[config.mk]
export PLATFORM = sky130hd
export DESIGN_NAME = mult_sequencer
export DESIGN_NICKNAME = d
export VERILOG_FILES = /design/src/rtl/mult_sequencer_pkg.sv /design/src/rtl/mult_hilo_regs.sv /design/src/rtl/mult_sequencer.sv
export SDC_FILE = /design/constraint.sdc
export NUM_CORES = 1
export LEC_CHECK = 0
export CORE_MARGIN = 4
export CORE_UTILIZATION = 35
export DETAILED_ROUTE_END_ITERATION = 8
export MAX_ROUTING_LAYER = met4
export PLACE_DENSITY_LB_ADDON = 0.05
export SLEW_MARGIN = 20
export SYNTH_ARGS = -nofsm -noshare
export SYNTH_HDL_FRONTEND = slang
export SYNTH_SLANG_ARGS = --single-unit
[constraint.sdc]
create_clock -name clk -period 2.4 [get_ports clk]
set_input_delay 0.24 -clock clk [delete_from_list [all_inputs] [get_ports clk]]
set_output_delay 0.24 -clock clk [all_outputs]
set_load 0.1 [all_outputs]
[src/rtl/mult_sequencer_pkg.sv]
// Shared types and constants for the MULT/MULTU sequencer and its HI/LO storage.
package mult_sequencer_pkg;

  typedef enum logic [1:0] {
    ST_IDLE,
    ST_LOAD,
    ST_RUN,
    ST_CAPTURE
  } state_t;

  localparam logic [1:0] MUL_SEL_HOLD = 2'b00;
  localparam logic [1:0] MUL_SEL_LOAD = 2'b01;
  localparam logic [1:0] MUL_SEL_STEP = 2'b10;

endpackage

[src/rtl/mult_hilo_regs.sv]
// Architectural HI/LO registers; a product capture overrides a same-edge MTHI/MTLO write.
module mult_hilo_regs #(
  parameter int WIDTH = 32
) (
  input  logic             clk,
  input  logic             reset,
  input  logic             i_capture,
  input  logic [WIDTH-1:0] i_prod_hi,
  input  logic [WIDTH-1:0] i_prod_lo,
  input  logic             i_hi_we,
  input  logic             i_lo_we,
  input  logic [WIDTH-1:0] i_wdata,
  output logic [WIDTH-1:0] o_hi,
  output logic [WIDTH-1:0] o_lo
);

  always_ff @(posedge clk or negedge reset) begin
    if (!reset) begin
      o_hi <= '0;
      o_lo <= '0;
    end else if (i_capture) begin
      o_hi <= i_prod_hi;
      o_lo <= i_prod_lo;
    end else begin
      if (i_hi_we) o_hi <= i_wdata;
      if (i_lo_we) o_lo <= i_wdata;
    end
  end

endmodule

[src/rtl/mult_sequencer.sv]
// Drives the shift-add multiplier through one LOAD and WIDTH STEP cycles, then
// captures the product into HI/LO and pulses done.
module mult_sequencer
  import mult_sequencer_pkg::*;
#(
  parameter int WIDTH = 32,
  parameter int CNT_W = 6
) (
  input  logic             clk,
  input  logic             reset,
  input  logic             start,
  input  logic             is_signed,
  input  logic             abort,
  input  logic [WIDTH-1:0] op_a,
  input  logic [WIDTH-1:0] op_b,
  input  logic             hi_we,
  input  logic             lo_we,
  input  logic [WIDTH-1:0] hilo_wdata,
  output logic [1:0]       mul_select,
  output logic             mul_signed,
  output logic [WIDTH-1:0] mul_a,
  output logic [WIDTH-1:0] mul_b,
  input  logic [WIDTH-1:0] prod_lo,
  input  logic [WIDTH-1:0] prod_hi,
  output logic             busy,
  output logic             done,
  output logic [WIDTH-1:0] hi,
  output logic [WIDTH-1:0] lo
);

  state_t             r_state;
  logic [CNT_W-1:0]   r_count;
  logic               w_capture;

  // An abort on the CAPTURE edge must also suppress the HI/LO update.
  assign w_capture = (r_state == ST_CAPTURE) && !abort;

  always_ff @(posedge clk or negedge reset) begin
    if (!reset) begin
      r_state    <= ST_IDLE;
      r_count    <= '0;
      mul_select <= MUL_SEL_HOLD;
      busy       <= 1'b0;
      done       <= 1'b0;
      mul_a      <= '0;
      mul_b      <= '0;
      mul_signed <= 1'b0;
    end else begin
      done <= 1'b0;
      if (abort && (r_state != ST_IDLE)) begin
        r_state    <= ST_IDLE;
        r_count    <= '0;
        mul_select <= MUL_SEL_HOLD;
        busy       <= 1'b0;
      end else begin
        case (r_state)
          ST_IDLE: begin
            if (start && !abort) begin
              mul_a      <= op_a;
              mul_b      <= op_b;
              mul_signed <= is_signed;
              r_count    <= CNT_W'(WIDTH);
              r_state    <= ST_LOAD;
              mul_select <= MUL_SEL_LOAD;
              busy       <= 1'b1;
            end
          end
          ST_LOAD: begin
            r_state    <= ST_RUN;
            mul_select <= MUL_SEL_STEP;
          end
          ST_RUN: begin
            r_count <= r_count - CNT_W'(1);
            if (r_count == CNT_W'(1)) begin
              r_state    <= ST_CAPTURE;
              mul_select <= MUL_SEL_HOLD;
            end
          end
          ST_CAPTURE: begin
            r_state <= ST_IDLE;
            busy    <= 1'b0;
            done    <= 1'b1;
          end
          default: begin
            r_state    <= ST_IDLE;
            r_count    <= '0;
            mul_select <= MUL_SEL_HOLD;
            busy       <= 1'b0;
          end
        endcase
      end
    end
  end

  mult_hilo_regs #(
    .WIDTH(WIDTH)
  ) u_hilo (
    .clk       (clk),
    .reset     (reset),
    .i_capture (w_capture),
    .i_prod_hi (prod_hi),
    .i_prod_lo (prod_lo),
    .i_hi_we   (hi_we),
    .i_lo_we   (lo_we),
    .i_wdata   (hilo_wdata),
    .o_hi      (hi),
    .o_lo      (lo)
  );

endmodule
# Word level (Yosys, flattened, before mapping)

Index checks and enable logic that the tools add are counted.

Register bits after elaboration: 141
Input bits: 167
Output and inout bits: 133
Logic and storage cells: 53

Add/sub/neg operators: 1
Equality and inequality tests: 6
Multiplexer cells: 19
Bitwise gates (word level): 1
Reductions and logical operators: 16

Operator list:

| operator            | number |
|---|---|
| $mux 32             | 4 |
| $mux 6              | 2 |
| $pmux 6 s2          | 1 |
| $mux 2              | 5 |
| $pmux 2 s4          | 1 |
| $eq 6x1->1 const B  | 1 |
| $ne 3x3->1 const B  | 2 |
| $pmux 2 s3          | 1 |
| $reduce_and 2->1    | 3 |
| $reduce_and 3->1    | 2 |
| $reduce_bool 2->1   | 3 |
| $reduce_bool 3->1   | 2 |
| $sub 6x1->6 const B | 1 |
| $eq 2x2->1 const B  | 2 |
| $mux 1              | 4 |
| $reduce_bool 4->1   | 1 |
| $logic_and 1x1->1   | 3 |
| $eq 2x1->1 const B  | 1 |
| $logic_not 2->1     | 1 |
| $pmux 1 s2          | 1 |
| $logic_not 1->1     | 1 |
| $not 1->1           | 1 |

# Depth between registers and ports, before layout

Word-level depth: 5
Gate-level depth with buffers: 8
Gate-level depth less buffers: 6

# Cells and area by module

Synthesis repeated with hierarchy kept, for this count alone.

Cell total of the unflattened synthesis: 493
Area total of the unflattened synthesis: 6168.4 um^2

By module, submodules not included:

| module         | instances | cells each | area an instance (um^2) | seq. area each (um^2) |
|---|---|---|---|---|
| mult_sequencer | 1         | 215        | 3153.0                  | 1926.8 |
| mult_hilo_regs | 1         | 278        | 3015.4                  | 1601.5 |

# Worst setup path after synthesis

No wires, ideal clock.

Path kind: reg-to-reg
Start point: register r_state[0]
End point: register mul_a[15]
Setup time: 0.126 ns
Arrival: 1.652 ns
Required time: 2.274 ns
Slack: 0.622 ns
Stages on the path, launching flop included: 8
Buffers on the path: 3
Clock period less this slack: 1.778 ns
Path through: dfrtp_1 > inv_1 > ha_1 > buf_2 > nand3b_4 > buf_4 > buf_2 > mux2_2

Cells in the longest elaborated chain, start to end: 4
Elaborated cells on any way between the ends: 5
Classes of those cells: 1 x bitwise; 4 x reduce/logical

RTL lines:

| item                                | RTL line             | RTL |
|---|---|---|
| start: declaration                  | mult_sequencer.sv:31 | `state_t r_state;` |
| start signal: assignment            | mult_sequencer.sv:40 | `r_state <= ST_IDLE;` |
| start signal: assignment            | mult_sequencer.sv:51 | `r_state <= ST_IDLE;` |
| start signal: assignment            | mult_sequencer.sv:63 | `r_state <= ST_LOAD;` |
| $reduce_bool 2->1                   | mult_sequencer.sv:50 | `if (abort && (r_state != ST_IDLE)) begin` |
| $logic_and 1x1->1                   | mult_sequencer.sv:50 |  |
| $not 1->1 (no source line)          | n/a                  |  |
| $reduce_and 3->1 (no source line) * | n/a                  |  |
| end signal: assignment              | mult_sequencer.sv:59 | `mul_a <= op_a;` |
| end: declaration                    | mult_sequencer.sv:21 | `output logic [WIDTH-1:0] mul_a,` |

Every way passes the cells marked *; elsewhere a longest branch is shown, timed or not.
A chain may end at the register's enable or synchronous reset.

# Worst setup path after layout

Start point: register r_state[0]
End point: register r_count[4]

Cells in the longest elaborated chain, start to end: 4
Elaborated cells on any way between the ends: 9
Classes of those cells: 2 x eq/ne; 2 x mux; 5 x reduce/logical

RTL lines:

| item                                                             | RTL line             | RTL |
|---|---|---|
| $reduce_bool 2->1                                                | mult_sequencer.sv:50 |  |
| $logic_and 1x1->1                                                | mult_sequencer.sv:50 |  |
| $ne 3x3->1 (no source line) or $reduce_bool 3->1 (tied branches) | n/a                  |  |
| $reduce_and 2->1 (no source line)                                | n/a                  |  |
| end signal: assignment                                           | mult_sequencer.sv:62 | `r_count <= CNT_W'(WIDTH);` |
| end signal: assignment                                           | mult_sequencer.sv:73 | `r_count <= r_count - CNT_W'(1);` |
| end: declaration                                                 | mult_sequencer.sv:32 | `logic [CNT_W-1:0] r_count;` |

Several ways; a longest one is shown, not always the timed one.

==> run_results.csv <==
group,metric,value,unit
run_status,status,"completed",
cells_and_area,fill_cells,1426,
synthesis,syn_area,6036,um2
detailed_routing,antenna_left,0,
clocking,numCtsBuffers,17,
cells_and_area,drive_gt1_share,30.22,%
min_path,worstHoldStart,"prod_hi[26]",
sta,maxSlewHeadroom,52.27,%
synthesis,ys_warn_count,0,
sta,grt_setup_unrepaired,"false",
sta,fin_crit_sh,90.41,%
clocking,clk_latency,420,ps
clocking,cts_sinks,141,
critical_path,worstSetupPathType,"reg -> reg",
critical_path,crit_arrival,2510,ps
sta,finClkSkew,5.631,ps
sta,post-route-min-period,2170,ps
min_path,hold_path.class,"in -> reg",
cells_and_area,final_core_util,57.02,%
sta,hold_viol,0,
synthesis,yosysTopAreaCell,"dfrtp_1",
synthesis,synth-async-reset-ratio,100.0,%
floorplanning,die_w,139.3,um
critical_path,critPathLaunchType,"flip-flop",
grt,grt_antenna_before_repair,0,
detailed_routing,avgRoutedWirePerCell,17.70,um
synthesis,synth.ff_latch_count,141,
grt,grt_pass1_vias,5196,
placement,io_buffer_count,299,
placement,gp_congestion,0.8876,
synthesis,synth_most_common_cell,"dfrtp_1",
floorplanning,ios,300,
critical_path,cp_data_required_time,2740,ps
sta,finalSetupViolations,0,
floorplanning,initial_utilization,36.01,%
critical_path,end_kind,"flip-flop",
critical_path,r2r_end,"r_count[4]",
clocking,path_clk_slew,50,ps
sta,setup_slack,230.1,ps
synthesis,synth_cell_types,32,
critical_path,reg2regPathDepth,6,
synthesis,synthTopCellsByCount,"141 x dfrtp_1, 71 x nand2_1, 71 x o21ai_0",
cells_and_area,diodes,0,
clocking,cts_root_buf,"clkbuf_16",
grt,overflow,0,
min_path,min_to,"u_hilo.o_hi[26]",
synthesis,synth_seq_area_share,58.46,%
cells_and_area,nNetsFinal,964,
synthesis,syn_nets,665,
clocking,postCtsSetupBuffers,0,
floorplanning,die_h,139.3,um
sta,worstMarginPinSlew,716.0,ps
synthesis,synthFlopType,"dfrtp_1",
synthesis,postSynthAreaPerCell,12.27,um2
sta,fmax,0.4608,GHz
detailed_routing,drt_wl_total,18.13,mm
synthesis,syn_inst,492,
synthesis,netlist.area_leader.share,58.46,%
min_path,hold_depth,3,
floorplanning,die_area,19410,um2
floorplanning,coreArea,16760,um2
detailed_routing,vias_per_cell,4.807,
clocking,tritoncts,"yes",
sta,setup_tns,0,ps
grt,grt_use_total,19.04,%
critical_path,regToRegSetupSlack,230,ps
grt,grt_pass1_wl,28.37,mm
detailed_routing,first_pass_iters,4,
critical_path,worstReg2RegStart,"r_state[0]",
cells_and_area,syn_to_final_growth,58.33,%
clocking,h-tree-depth,4,
placement,hpwlAfterDp,13.83,mm
detailed_routing,drtIter0Drc,168,
critical_path,cp_max_fo,15,
synthesis,synth_enable_flop_cells,0,
clocking,cts_max_path_buffers,2,
run,maxCapViolations,0,
placement,dp_slack,246.0,ps
detailed_routing,drcViolationCount,0,
synthesis,synth_area_leaders,"dfrtp_1 58%, mux2_2 12%, mux2i_1 11%",
sta,drv_slew,0,
floorplanning,num_rows,47,
detailed_routing,num_vias,4922,
grt,grt_max_degree,79,
==> worst max-delay path by stage <==
stage / from / endpoint / slack (ps) / depth (start not counted)
global route: r_state[0] / r_count[4] / 100 / 6
detailed placement: r_state[0] / r_count[4] / 250 / 6
finish: r_state[0] / r_count[4] / 230 / 6
floorplan: r_state[0] / mul_a[15] / 620 / 7
global placement: r_state[0] / r_count[4] / 320 / 6
CTS: r_state[0] / r_count[4] / 230 / 6
==> worst max-delay path, cell delays in order (launching register included) <==
cell      delay, ps
dfrtp_1         430
inv_1           160
ha_1            420
nand3b_4        300
o21a_4          230
or4_1           470
nand3_1         100
==> through the flow <==
step / cells / hold slack (ps) / instance area, um2
detailed placement: 991 / 318.9 / 8965
global route: 1024 / 392.8 / 9557
finish: 1024 / 383.0 / 9557
CTS: 1024 / 362.9 / 9557
global placement: 991 / 322.2 / 8965
floorplan: 492 / -55.59 / 6036
==> metal layers <==
metal | track usage, % | up-vias | routed length [um]
li1 | - | 2327 | -
met4 | 5.767 | 0 | 233
met3 | 6.484 | 19 | 1539
met1 | 23.05 | 2357 | 7574
met2 | 30.28 | 219 | 8780
met5 | - | - | 0
==> what timing repair did <==
action                                 in CTS  in global routing
resized for setup                           0                  0
hold buffers                                1                  0
endpoints found under the hold margin      75                  0
==> state kept, by name (all words and copies together) (netlist names) <==
name and cells:
u_hilo.o_lo 32, done 1, mul_select 2, r_state 2, mul_a 32, mul_b 32, r_count 6, mul_signed 1
busy 1, u_hilo.o_hi 32
==> cells by family (layout without fill, tap and decap cells) <==
group                      count (synthesis)  count (layout)  share of synthesized area [%]
DFF                                      141             141                          58.46
muxes                                    130             130                          22.97
and+or+nand+nor                           92              92                          6.654
AOI/OAI and AO/OA                         86              86                          7.960
buffers and inverters                     37             349                          2.716
adders and majority gates                  6               6                          1.244
==> area by class of cell <==
class                      count  area (um2)  share of cell area, %
clock inverter                 6       82.58                 0.8641
multi-input combinational    314        2346                  24.55
clock buffer                  26       499.2                  5.224
timing repair buffer         310        2799                  29.29
sequential                   141        3528                  36.92
inverter                       7       26.28                 0.2749
tap                          220       275.3                  2.880
==> cell usage in the layout, fill, tap and decap left out, types with 5 or more instances in the layout <==
master / netlist / final
nand2_1: 71 / 71
buf_12: 0 / 5
clkbuf_1: 11 / 5
dfrtp_1: 141 / 141
inv_1: 7 / 7
mux2_2: 65 / 65
clkdlybuf4s50_1: 0 / 163
buf_4: 1 / 138
mux2i_1: 64 / 64
o21ai_0: 71 / 71
ha_1: 6 / 6
clkbuf_16: 0 / 17
Power is not shown: default switching activity piles up to over one toggle a cycle in this logic, so the estimate is an artifact.
